[config.mk]
export PLATFORM = sky130hd
export DESIGN_NAME = ysyx_22040228clint
export DESIGN_NICKNAME = d
export VERILOG_FILES = /design/src/rtl/ysyx_22040228clint_pkg.sv /design/src/rtl/ysyx_22040228clint_mtime.sv /design/src/rtl/ysyx_22040228clint.sv
export SDC_FILE = /design/constraint.sdc
export NUM_CORES = 1
export LEC_CHECK = 0
export ABC_CLOCK_PERIOD_IN_PS = 6400
export BUFFER_PORTS_ARGS = -buffer_cell sky130_fd_sc_hd__buf_4
export CAP_MARGIN = 15
export CORE_ASPECT_RATIO = 1.4
export CORE_MARGIN = 2
export CORE_UTILIZATION = 40
export DETAILED_ROUTE_END_ITERATION = 7
export PLACE_DENSITY_LB_ADDON = 0.25
export SYNTH_ARGS = -nofsm -noshare
export SYNTH_HDL_FRONTEND = slang
export SYNTH_HIERARCHICAL = 1
export SYNTH_SLANG_ARGS = --single-unit
[constraint.sdc]
create_clock -name clk_i -period 6.4 [get_ports clk_i]
set_clock_uncertainty 0.15 [all_clocks]
set_input_delay 0.96 -clock clk_i [delete_from_list [all_inputs] [get_ports clk_i]]
set_output_delay 0.96 -clock clk_i [all_outputs]
set_load 0.01 [all_outputs]
[src/rtl/ysyx_22040228clint_pkg.sv]
// Shared CLINT definitions: register offsets, reset values, bus width and byte-lane merge helper.
package ysyx_22040228clint_pkg;

    localparam int unsigned REGBUS = 64;
    localparam int unsigned STRB_W = REGBUS / 8;

    localparam logic [15:0] CLINT_MSIP_OFF     = 16'h0000;
    localparam logic [15:0] CLINT_MTIMECMP_OFF = 16'h4000;
    localparam logic [15:0] CLINT_MTIME_OFF    = 16'hBFF8;

    localparam logic [REGBUS-1:0] CLINT_MTIMECMP_RST = {REGBUS{1'b1}};

    typedef enum logic [1:0] {
        RegMsip,
        RegMtimecmp,
        RegMtime,
        RegNone
    } clint_reg_e;

    // Byte lanes with a set strobe take the new data, others keep the old value.
    function automatic logic [REGBUS-1:0] clint_merge(input logic [REGBUS-1:0] old_val,
                                                      input logic [REGBUS-1:0] wdata,
                                                      input logic [STRB_W-1:0] wmask);
        logic [REGBUS-1:0] res;
        for (int i = 0; i < int'(STRB_W); i++) begin
            res[8*i +: 8] = wmask[i] ? wdata[8*i +: 8] : old_val[8*i +: 8];
        end
        return res;
    endfunction

endpackage

[src/rtl/ysyx_22040228clint_mtime.sv]
// CLINT machine timer: prescaler, 64-bit mtime counter and byte-masked software write merge.
module ysyx_22040228clint_mtime
    import ysyx_22040228clint_pkg::*;
#(
    parameter int unsigned TICK_DIV = 1
) (
    input  logic              clk_i,
    input  logic              rst_ni,
    input  logic              halt_i,
    input  logic              wen_i,
    input  logic [REGBUS-1:0] wdata_i,
    input  logic [STRB_W-1:0] wmask_i,
    output logic [REGBUS-1:0] mtime_o,
    output logic [REGBUS-1:0] mtime_d_o
);

    localparam int unsigned PW = (TICK_DIV > 1) ? $clog2(TICK_DIV) : 1;
    localparam logic [PW-1:0] PrescMax = PW'(TICK_DIV - 1);

    logic [PW-1:0]     presc_q, presc_d;
    logic [REGBUS-1:0] mtime_q, mtime_d;
    logic              tick;

    always_comb begin
        tick    = ~halt_i & (presc_q == PrescMax);
        presc_d = presc_q;
        if (!halt_i) begin
            presc_d = tick ? '0 : presc_q + PW'(1);
        end
        // A software write overrides the increment; the prescaler keeps counting.
        mtime_d = mtime_q;
        if (wen_i) begin
            mtime_d = clint_merge(mtime_q, wdata_i, wmask_i);
        end else if (tick) begin
            mtime_d = mtime_q + REGBUS'(1);
        end
    end

    always_ff @(posedge clk_i or negedge rst_ni) begin
        if (!rst_ni) begin
            presc_q <= '0;
            mtime_q <= '0;
        end else begin
            presc_q <= presc_d;
            mtime_q <= mtime_d;
        end
    end

    assign mtime_o   = mtime_q;
    assign mtime_d_o = mtime_d;

endmodule

[src/rtl/ysyx_22040228clint.sv]
// Core-local interruptor: msip/mtimecmp/mtime on a single-outstanding valid/ready MMIO port.
// Define CLINT_STOP_IN_DEBUG_EN to add dbg_halt_i, which freezes the timer while asserted.
module ysyx_22040228clint
    import ysyx_22040228clint_pkg::*;
#(
    parameter logic [63:0] CLINT_BASE = 64'h0200_0000,
    parameter int unsigned TICK_DIV   = 1
) (
    input  logic              clk_i,
    input  logic              rst_ni,
`ifdef CLINT_STOP_IN_DEBUG_EN
    input  logic              dbg_halt_i,
`endif
    input  logic              req_valid_i,
    output logic              req_ready_o,
    input  logic              req_wen_i,
    input  logic [REGBUS-1:0] req_addr_i,
    input  logic [REGBUS-1:0] req_wdata_i,
    input  logic [STRB_W-1:0] req_wmask_i,
    output logic              rsp_valid_o,
    input  logic              rsp_ready_i,
    output logic [REGBUS-1:0] rsp_rdata_o,
    output logic              rsp_err_o,
    output logic              tmr_intr_ena_o,
    output logic              sft_intr_ena_o
);

    logic              halt;
    logic              accept, wr;
    clint_reg_e        sel;
    logic              msip_q, msip_d;
    logic [REGBUS-1:0] mtimecmp_q, mtimecmp_d;
    logic [REGBUS-1:0] mtime, mtime_d;
    logic              mtime_wen;
    logic              rsp_valid_q, rsp_valid_d;
    logic [REGBUS-1:0] rsp_rdata_q, rsp_rdata_d;
    logic              rsp_err_q, rsp_err_d;
    logic              tmr_q, tmr_d;

`ifdef CLINT_STOP_IN_DEBUG_EN
    assign halt = dbg_halt_i;
`else
    assign halt = 1'b0;
`endif

    assign req_ready_o = ~rsp_valid_q | rsp_ready_i;
    assign accept      = req_valid_i & req_ready_o;
    assign wr          = accept & req_wen_i;

    // Unmapped or misaligned accesses decode to RegNone and never touch state.
    always_comb begin
        sel = RegNone;
        if ((req_addr_i[63:16] == CLINT_BASE[63:16]) && (req_addr_i[2:0] == 3'b000)) begin
            case (req_addr_i[15:0])
                CLINT_MSIP_OFF:     sel = RegMsip;
                CLINT_MTIMECMP_OFF: sel = RegMtimecmp;
                CLINT_MTIME_OFF:    sel = RegMtime;
                default:            sel = RegNone;
            endcase
        end
    end

    assign mtime_wen = wr & (sel == RegMtime);

    ysyx_22040228clint_mtime #(
        .TICK_DIV(TICK_DIV)
    ) u_mtime (
        .clk_i    (clk_i),
        .rst_ni   (rst_ni),
        .halt_i   (halt),
        .wen_i    (mtime_wen),
        .wdata_i  (req_wdata_i),
        .wmask_i  (req_wmask_i),
        .mtime_o  (mtime),
        .mtime_d_o(mtime_d)
    );

    always_comb begin
        msip_d     = msip_q;
        mtimecmp_d = mtimecmp_q;
        if (wr && (sel == RegMsip) && req_wmask_i[0]) begin
            msip_d = req_wdata_i[0];
        end
        if (wr && (sel == RegMtimecmp)) begin
            mtimecmp_d = clint_merge(mtimecmp_q, req_wdata_i, req_wmask_i);
        end
    end

    assign tmr_d = (mtime_d >= mtimecmp_d);

    // Response holds until consumed; reads see register values before this edge's update.
    always_comb begin
        rsp_valid_d = rsp_valid_q;
        rsp_rdata_d = rsp_rdata_q;
        rsp_err_d   = rsp_err_q;
        if (accept) begin
            rsp_valid_d = 1'b1;
            rsp_err_d   = (sel == RegNone);
            rsp_rdata_d = '0;
            if (!req_wen_i) begin
                case (sel)
                    RegMsip:     rsp_rdata_d = {{(REGBUS-1){1'b0}}, msip_q};
                    RegMtimecmp: rsp_rdata_d = mtimecmp_q;
                    RegMtime:    rsp_rdata_d = mtime;
                    default:     rsp_rdata_d = '0;
                endcase
            end
        end else if (rsp_ready_i) begin
            rsp_valid_d = 1'b0;
        end
    end

    always_ff @(posedge clk_i or negedge rst_ni) begin
        if (!rst_ni) begin
            msip_q      <= 1'b0;
            mtimecmp_q  <= CLINT_MTIMECMP_RST;
            rsp_valid_q <= 1'b0;
            rsp_rdata_q <= '0;
            rsp_err_q   <= 1'b0;
            tmr_q       <= 1'b0;
        end else begin
            msip_q      <= msip_d;
            mtimecmp_q  <= mtimecmp_d;
            rsp_valid_q <= rsp_valid_d;
            rsp_rdata_q <= rsp_rdata_d;
            rsp_err_q   <= rsp_err_d;
            tmr_q       <= tmr_d;
        end
    end

    assign rsp_valid_o    = rsp_valid_q;
    assign rsp_rdata_o    = rsp_rdata_q;
    assign rsp_err_o      = rsp_err_q;
    assign tmr_intr_ena_o = tmr_q;
    assign sft_intr_ena_o = msip_q;

endmodule
* Word-level counts from Yosys, hierarchy flattened *
Index checks and enable logic that the tools add are counted.

word-level totals
  ROM bits = 0
  latch bits = 0
  memories kept = 0
  memory bits (writable) = 0
  flip-flop bits (word level) = 197
  output and inout port bits = 69

operators by class
  $add $sub $neg = 2
  magnitude comparators = 1
  mux-type cells = 26
  equal/unequal tests = 6
  multiply operators = 0
  reduce and logical (&&, ||, !) cells = 8
  bitwise gates (word level) = 5
  shift operators = 0
  divide/modulo/power cells = 0

operators with widths
  cell                     number
  $mux W64                 4
  $pmux W64 S3             1
  $mux W8                  16
  $add A64 B1 Y64 const B  1
  $ge A64 B64 Y1           1
  $eq A48 B10 Y1 const B   1
  $eq A16 B15 Y1 const B   1
  $eq A16 B16 Y1 const B   1
  $logic_not A16 Y1        1
  $pmux W2 S3              1
  $eq A2 B2 Y1 const B     2
  $logic_and A1 B1 Y1      4
  $and A1 B1 Y1            3
  $logic_not A3 Y1         1
  $mux W1                  3
  $eq A2 B1 Y1 const B     1
  $logic_not A2 Y1         1
  $mux W2                  1
  $reduce_bool A2 Y1       1
  $add A1 B1 Y1 const B    1
  $not A1 Y1               1
  $or A1 B1 Y1             1

* Logic depth before layout (Yosys ltp) *
Gate-level depths: netlist of run 1.

  depth after elaboration = 7
  gate-level depth with buffers = 19
  depth with buffers taken out = 17

* By module *
The synthesis of run 1 kept the hierarchy.

modules (own cells, without submodules)
  module                    times used  cells each  sequential area each (um^2)  area each (um^2)
  ysyx_22040228clint        1           699         3,383.2                      7,778.7
  ysyx_22040228clint_mtime  1           509         1,626.6                      4,190.3

* Worst setup path after synthesis of run 1 *
OpenSTA, ideal clock, no wires.

  kind = input to register
  from = input port req_addr_i[31]
  to = register tmr_q (netlist: tmr_intr_ena_o)
  setup time = 0.142 ns
  cell stages on the path = 17
  arrival = 4.666 ns
  required time = 6.108 ns
  slack = 1.441 ns
  cell sequence = nor4_1 nand4_1 nor2_4 o211ai_1 nor3_1 clkbuf_1 clkbuf_1 nand2_1 o21ai_0 nor2_1 ha_1 a21o_1 a221o_1 a221o_1 a211o_1 o31ai_1 o2111ai_1

between the ends
  longest elaborated chain between the ends = 7
  elaborated cells on any way between the ends = 10
  those cells by class = order compare (1); eq/ne (3); mux (3); bitwise (1); reduce/logical (2)

ends and longest elaborated chain
  element                line                            text
  start, declared        ysyx_22040228clint.sv:17        input logic [REGBUS-1:0] req_addr_i,
  $eq A48 B10 Y1         ysyx_22040228clint.sv:53        if ((req_addr_i[63:16] == CLINT_BASE[63:16]) && (req_addr_i[2:0] == 3'b000)) begin
  $logic_and A1 B1 Y1    ysyx_22040228clint.sv:53
  $mux W2                ysyx_22040228clint.sv:53
  $eq A2 B2 Y1           ysyx_22040228clint.sv:63        assign mtime_wen = wr & (sel == RegMtime);
  $and A1 B1 Y1          ysyx_22040228clint.sv:63
  named net mtime_wen    ysyx_22040228clint.sv:34        logic mtime_wen;
  $mux W64               ysyx_22040228clint_mtime.sv:32  if (wen_i) begin
  named net mtime_d[26]  ysyx_22040228clint.sv:33        logic [REGBUS-1:0] mtime, mtime_d;
  $ge A64 B64 Y1         ysyx_22040228clint.sv:89        assign tmr_d = (mtime_d >= mtimecmp_d);
  named net tmr_d        ysyx_22040228clint.sv:38        logic tmr_q, tmr_d;
  end signal, assigned   ysyx_22040228clint.sv:127       tmr_q <= tmr_d;
  end, declared          ysyx_22040228clint.sv:38

The timed path passes the listed nets, and every way through them passes these cells.
A chain may end at the register's enable or synchronous reset.

* Worst setup path after layout of run 1 *
  from = input port req_addr_i[16]
  to = register tmr_q (netlist: tmr_intr_ena_o)

The elaborated chain is that of the path after synthesis.

==> run_results.csv, run 1 <==
group,metric,value,unit
status,status,"complete, no violations",
cts,cts_tree,"done",
timing,worst_pin_slew,1.01,ns
cts,clockRootBuffer,"clkbuf_16",
hold_path,hold_class,"reg2reg",
timing,slew_violations,0,
global_route,grt_pass1_vias,10500,
global_route,grt_overflow,0,
floorplanning,start_util,0.408,
power,peakVddDrop,0.163,mV
floorplanning,rows,74,
finish,stdcell_area,14400,µm²
placed_design,dp_slack,0.917,ns
routing,ant_nets,0,
worst_setup_path,critPathKind,"in2reg",
cts,cts_buffer_depth,2,
global_route,use_met3,0.0325,
cts,post_cts_resized,0,
finish,fillers,2759,
finish,ff_latch_area,5010,µm²
worst_setup_path,cp-start-kind,"input pin",
yosys,synth_top_family_by_area,"simple AND/OR/NAND/NOR gates",
placed_design,dpl_cell_area,13800,µm²
yosys,synthMuxAreaShare,0.117,
yosys,synth_cells,1208,
yosys,synth_top_area_cell,"dfrtp_1",
timing,fmax,0.196,GHz
yosys,synth_fa_ha_area_frac,0.0679,
floorplanning,top_level_ports,210,
yosys,syn_area,12000,µm²
yosys,synth_xor_area_frac,0.00585,
yosys,synth_compound_area_frac,0.143,
yosys,yosysWarnings,6,
global_route,grt_pass1_wl,58000,µm
yosys,synthFlopType,"dfrtp_1",
cts,cts_buffers,17,
global_route,grt_antenna_before_repair,1,
worst_setup_path,cp-end-kind,"flop",
routing,drt-initial-drc-count,687,
finish,syn_to_final_growth,20.6,%
yosys,yosysTopAreaCellShare,0.278,
timing,layout_worst_path_cycle_share,0.797,
cts,postCtsSetupBuffers,0,
yosys,synth.area.top_cells,"dfrtp_1 (28%), dfstp_2 (14%), ha_1 (6.8%)",
placed_design,globalplace.congestion,0.883,
global_route,gr-usage-met2,0.412,
cts,clkSlewWorstSetupHoldPaths,0.07,ns
job,cap_violations,0,
worst_setup_path,crit_fanout,74,
global_route,gr-usage-met1,0.288,
yosys,ys_ff_latch,197,
yosys,yosys.area_share.simple,0.212,
worst_setup_path,cp_data_arrival_time,5.31,ns
cts,cts.sinks,197,
finish,multiInputGateArea,6570,µm²
routing,dr.pass1.iters,7,
cts,htreeDepth,4,
worst_setup_path,cp_data_required_time,6.61,ns
timing,rsz0062_at_grt,"no",
cts,ctsHoldBuffers,0,
power,power_density,190,nW/µm²
yosys,synth-seq-area-share,0.419,
yosys,synthArstFlopShare,1.00,
routing,routedWlPerCell,20.3,µm
timing,fin_setup_tns,0,ns
power,power_leakage,7.00,nW
placed_design,dpl.hpwl,26900,µm
routing,route.detailed.drc,0,
power,power.total,2.74,mW
yosys,netlist-cell-type-count,72,
timing,min_period,5.10,ns
routing,vias,10300,
floorplanning,coreArea,29400,µm²
yosys,synth_edf_count,0,
timing,hold_violations,0,
placed_design,port_buffers,209,
routing,finalWirelength,36500,µm
floorplanning,die_height,209,µm
yosys,yosys-top-cells-count,"nand2_1 (184), dfrtp_1 (133), nor2_1 (78)",
floorplanning,die_area,31300,µm²
global_route,track_usage,0.237,
finish,drive_gt1_frac,0.290,
timing,finalSetupViolCount,0,
global_route,grt_busiest_layer,"met2",
routing,vias_per_cell,5.76,
timing,max_slew_margin,0.329,
cts,worstSkewPairLatency,0.45,ns
yosys,yosysMostFrequentCell,"nand2_1",
finish,nets,1607,
floorplanning,die_w,150,µm
timing,holdWs,0.315,ns
global_route,grt_max_degree,84,
timing,fin_ws,1.30,ns
yosys,syn_area_per_cell,9.91,µm²
==> state kept, by name, summed over array words and instances (netlist names) <==
register         count
mtimecmp_q          64
rsp_err_o            1
rsp_rdata_o         64
rsp_valid_o          1
sft_intr_ena_o       1
tmr_intr_ena_o       1
u_mtime/mtime_o     64
u_mtime/presc_q      1
==> logic make-up after synthesis <==
| kind of cell | after synthesis |
|---|---|
| DFF | 197 |
| adders and majority gates | 65 |
| xor gates and xnor gates | 8 |
| muxes | 127 |
| AOI/OAI and AO/OA | 250 |
| buffers and inverters | 75 |
| and+or+nand+nor | 485 |
| other | 1 |
==> worst paths after layout <==
check | startpoint | end | slack [ns] | depth (start not counted)
worst min register to register | u_mtime/mtime_o[63] | rsp_rdata_o[63] | 0.31 | 2
min in group asynchronous | rst_ni | rsp_rdata_o[19] | 0.39 | 1
worst min-delay path | u_mtime/mtime_o[63] | rsp_rdata_o[63] | 0.31 | 2
max in group asynchronous | rst_ni | u_mtime/mtime_o[24] | 4.28 | 2
worst max register to register | u_mtime/mtime_o[7] | tmr_intr_ena_o | 1.58 | 14
worst max-delay path | req_addr_i[16] | tmr_intr_ena_o | 1.30 | 20
==> cells in the final DEF, fill, tap and decap left out, types with 5 or more instances in the layout <==
| cell type | netlist | routed |
|---|---|---|
| o221a_2 | 5 | 5 |
| dfstp_2 | 64 | 64 |
| nand3_1 | 47 | 47 |
| a21o_1 | 11 | 11 |
| nand2_8 | 7 | 7 |
| and3_1 | 15 | 14 |
| ha_1 | 65 | 65 |
| a21oi_1 | 57 | 57 |
| o21a_1 | 8 | 8 |
| nor2_1 | 78 | 78 |
| inv_1 | 27 | 27 |
| a31o_2 | 5 | 5 |
| or4_1 | 5 | 5 |
| and4_1 | 11 | 11 |
| mux2_2 | 47 | 47 |
| o22ai_1 | 6 | 6 |
| or3_1 | 6 | 6 |
| buf_4 | 0 | 216 |
| mux2_4 | 14 | 14 |
| a22oi_1 | 64 | 64 |
| nand4_1 | 36 | 36 |
| o21ai_0 | 29 | 29 |
| and2_1 | 8 | 8 |
| xnor2_1 | 6 | 6 |
| nor3_1 | 22 | 21 |
| mux2i_1 | 66 | 66 |
| a211oi_1 | 20 | 20 |
| clkbuf_16 | 0 | 17 |
| nor4_1 | 27 | 27 |
| o211ai_1 | 8 | 8 |
| nand2_1 | 184 | 183 |
| dfrtp_1 | 133 | 133 |
| nand2b_1 | 11 | 11 |
| nor2b_1 | 7 | 7 |
==> layer usage <==
metal / up-vias / share of wire
met4: 0 / 0.043
met1: 5050 / 0.41
met2: 294 / 0.51
met3: 91 / 0.040
li1: 4906 / -
met5: - / 0
==> metrics by stage <==
step,instances,utilization
floorplan,1211,-
global placement,1762,0.471
detailed placement,1762,0.471
CTS,1794,0.492
global route,1795,0.492
finish,1795,0.492
==> where the power goes <==
part,internal (mW),switching (mW)
clock,0.628,0.492
combinational,0.132,0.173
sequential,1.27,0.0460
total,2.03,0.711
==> critical path, stage by stage <==
cell       delay, ns
buf_4           0.11
nor4_1          0.35
nand4_1         0.20
nor2_4          0.20
o211ai_1        0.19
nor3_2          0.25
buf_12          0.35
nor4_4          0.08
buf_4           0.19
and4_1          0.27
a41oi_1         0.22
a21boi_1        0.26
ha_1            0.20
nand4_1         0.11
nor4_1          0.31
buf_4           0.19
nand3_1         0.11
nor3_1          0.29
o21ai_0         0.26
o2111ai_1       0.17
==> cell type report <==
cell class                 count  area share
tap                          380      0.0329
sequential                   197       0.347
timing repair buffer         219       0.116
clock inverter                11      0.0104
clock buffer                  21      0.0312
inverter                      27     0.00702
antenna                        1    0.000173
multi-input combinational    939       0.455
No activity file was read; power rests on OpenSTA's default activity.
==> run 2, diff against run 1 <==
--- a/config.mk
+++ b/config.mk
@@ -5,7 +5,7 @@
 export SDC_FILE = /design/constraint.sdc
 export NUM_CORES = 1
 export LEC_CHECK = 0
-export ABC_CLOCK_PERIOD_IN_PS = 6400
+export ABC_CLOCK_PERIOD_IN_PS = 5100
 export BUFFER_PORTS_ARGS = -buffer_cell sky130_fd_sc_hd__buf_4
 export CAP_MARGIN = 15
 export CORE_ASPECT_RATIO = 1.4
==> constraint.sdc (replaced) <==
create_clock -name clk_i -period 5.1 [get_ports clk_i]
set_clock_uncertainty 0.15 [all_clocks]
set_input_delay 0.765 -clock clk_i [delete_from_list [all_inputs] [get_ports clk_i]]
set_output_delay 0.765 -clock clk_i [all_outputs]
set_load 0.01 [all_outputs]
==> run 2 against run 1 <==
Compared with the run above: wire length hardly changed; hold slack worse by 0.048 ns; combinational power is 28% higher; cell count is 0.84% higher; utilization is 0.27 points higher; largest power group unchanged; final area is 0.56% higher; setup slack worse by 0.80 ns; sequential cell count stayed put; count of clock-buffer cells in the layout is 1 higher; power is 22% higher; highest routed layer unchanged; register-to-register slack worse by 1.1 ns.
==> run_results.csv, run 2 (synthesis gave the netlist of run 1 again) <==
group,metric,value,unit
floorplanning,top_level_ports,210,
cts,clockRootBuffer,"clkbuf_16",
finish,finalNonFillerCells,1810,
finish,drive_gt1_frac,0.296,
cts,cts.sinks,197,
global_route,grt_overflow,0,
job,cap_violations,0,
cts,cts_buffer_depth,2,
global_route,use_met3,0.0310,
cts,cts_buffers,17,
timing,finalSetupViolCount,0,
finish,final_cell_mix,"buf_4 (229), nand2_1 (183), dfrtp_1 (133), nor2_1 (78), mux2i_1 (66)",
timing,holdWs,0.267,ns
timing,min_period,4.61,ns
worst_setup_path,cp_data_required_time,5.31,ns
routing,route.detailed.drc,0,
timing,layout_worst_path_cycle_share,0.904,
worst_setup_path,crit_slowest_cell,"nand4_1",
timing,fin_setup_tns,0,ns
cts,ctsHoldBuffers,0,
finish,syn_to_final_growth,21.2,%
floorplanning,die_w,150,µm
floorplanning,die_area,31300,µm²
routing,dr.pass1.iters,6,
worst_setup_path,cpPeakStageDelay,0.56,ns
worst_setup_path,cp-end-kind,"flop",
status,status,"complete, no violations",
floorplanning,rows,74,
finish,layout_commonest_cell,"buf_4",
worst_setup_path,critPathKind,"reg2reg",
global_route,grt_max_degree,108,
placed_design,place_inst,1777,
finish,nets,1622,
cts,worstSkewPairLatency,0.45,ns
global_route,gr-usage-met2,0.430,
routing,finalWirelength,36500,µm
routing,ant_nets,0,
routing,vias_per_cell,5.75,
power,power_density,231,nW/µm²
power,peakVddDrop,0.224,mV
cts,clkSlewWorstSetupHoldPaths,0.07,ns
global_route,grt_pass1_wl,58200,µm
routing,drt-initial-drc-count,610,
worst_setup_path,crit-reg2reg-capture,"tmr_intr_ena_o",
global_route,grt_busiest_layer,"met2",
floorplanning,die_height,209,µm
worst_setup_path,crit_fanout,8,
worst_setup_path,cp-start-kind,"flop",
cts,htreeDepth,4,
cts,post_cts_resized,0,
timing,slew_violations,0,
floorplanning,start_util,0.408,
timing,fmax,0.217,GHz
placed_design,dpl.hpwl,27400,µm
cts,postCtsSetupBuffers,0,
global_route,grt_antenna_before_repair,1,
hold_path,hold_class,"in2async",
global_route,gr-usage-met1,0.284,
timing,worst_pin_slew,0.928,ns
power,power_leakage,7.06,nW
worst_setup_path,cp_data_arrival_time,4.82,ns
placed_design,globalplace.congestion,0.942,
routing,vias,10400,
routing,routedWlPerCell,20.2,µm
placed_design,port_buffers,209,
timing,hold_violations,0,
finish,fillers,2759,
global_route,grt_pass1_vias,10800,
worst_setup_path,r2r_start,"u_mtime/mtime_o[7]",
worst_setup_path,cp_cell_sequence,"nand2_1 > nor4_1 > nand4_1 > nor4_4 > a31oi_1 > o31a_1 > ha_1 > nand4_1 > nor4_1 > buf_4 > nand3_1 > nor3_1 > o21ai_0 > o2111ai_1",
worst_setup_path,reg2reg_depth,14,
timing,max_slew_margin,0.381,
timing,rsz0062_at_grt,"no",
cts,cts_tree,"done",
global_route,track_usage,0.237,
floorplanning,coreArea,29400,µm²
worst_setup_path,regToRegSetupSlack,0.49,ns
==> run 2: cell types whose count changed in the layout (fill, tap and decap cells not counted) <==
cell,before,now
and3_4,1,0
inv_6,2,1
bufinv_16,3,1
clkinv_4,2,5
and3_2,1,2
clkinv_2,2,1
clkbuf_8,2,1
buf_12,2,4
buf_4,216,229
clkbuf_1,3,5
==> run 2: layout make-up <==
type / instances / area (µm²) / share of cell area
multi-input cells: 939 / 6560 / 0.452
flip-flops and latches: 197 / 5010 / 0.345
repair buffers: 234 / 1810 / 0.125
well taps: 380 / 475 / 0.0328
clock buffers: 22 / 444 / 0.0306
clock inverters: 10 / 103 / 0.00707
inverters: 27 / 101 / 0.00698
diodes: 1 / 2.50 / 0.000172
==> run 2: critical path, delay by kind of cell, from the launching register on <==
kind	cells	cell delay (ns)
AO/OA/AOI/OAI	4	0.79
adder cells (fa/ha/maj)	1	0.31
buffers and inverters	1	0.20
flip-flops	1	0.47
AND/OR/NAND/NOR	8	2.59
==> run 2: where the power goes <==
group          internal (mW)  switching (mW)  total, mW
clock network          0.678           0.624       1.30
logic                  0.169           0.222      0.391
registers               1.60          0.0598       1.66
==> run 2: worst max-delay path by stage <==
stage	start	end
2_1_floorplan	req_addr_i[31]	tmr_intr_ena_o
5_1_grt	req_addr_i[16]	tmr_intr_ena_o
3_5_place_dp	req_addr_i[16]	tmr_intr_ena_o
6_report	u_mtime/mtime_o[7]	tmr_intr_ena_o
3_3_place_gp	req_addr_i[16]	tmr_intr_ena_o
4_1_cts	req_addr_i[16]	tmr_intr_ena_o
==> run 2: metal layers <==
metal,up-vias,wire length (µm)
li1,4927,-
met1,5158,14900
met2,257,19300
met3,63,1270
met4,0,1000
met5,-,0
==> run 2: stage by stage <==
step	setup WS [ns]	total power, mW	cell area (µm²)	util
detailed placement	0.111	2.08	14000	0.476
floorplan	0.336	1.84	12000	-
global route	0.176	3.49	14500	0.494
CTS	0.583	3.38	14500	0.494
global placement	0.210	2.07	14000	0.476
finish	0.492	3.35	14500	0.494
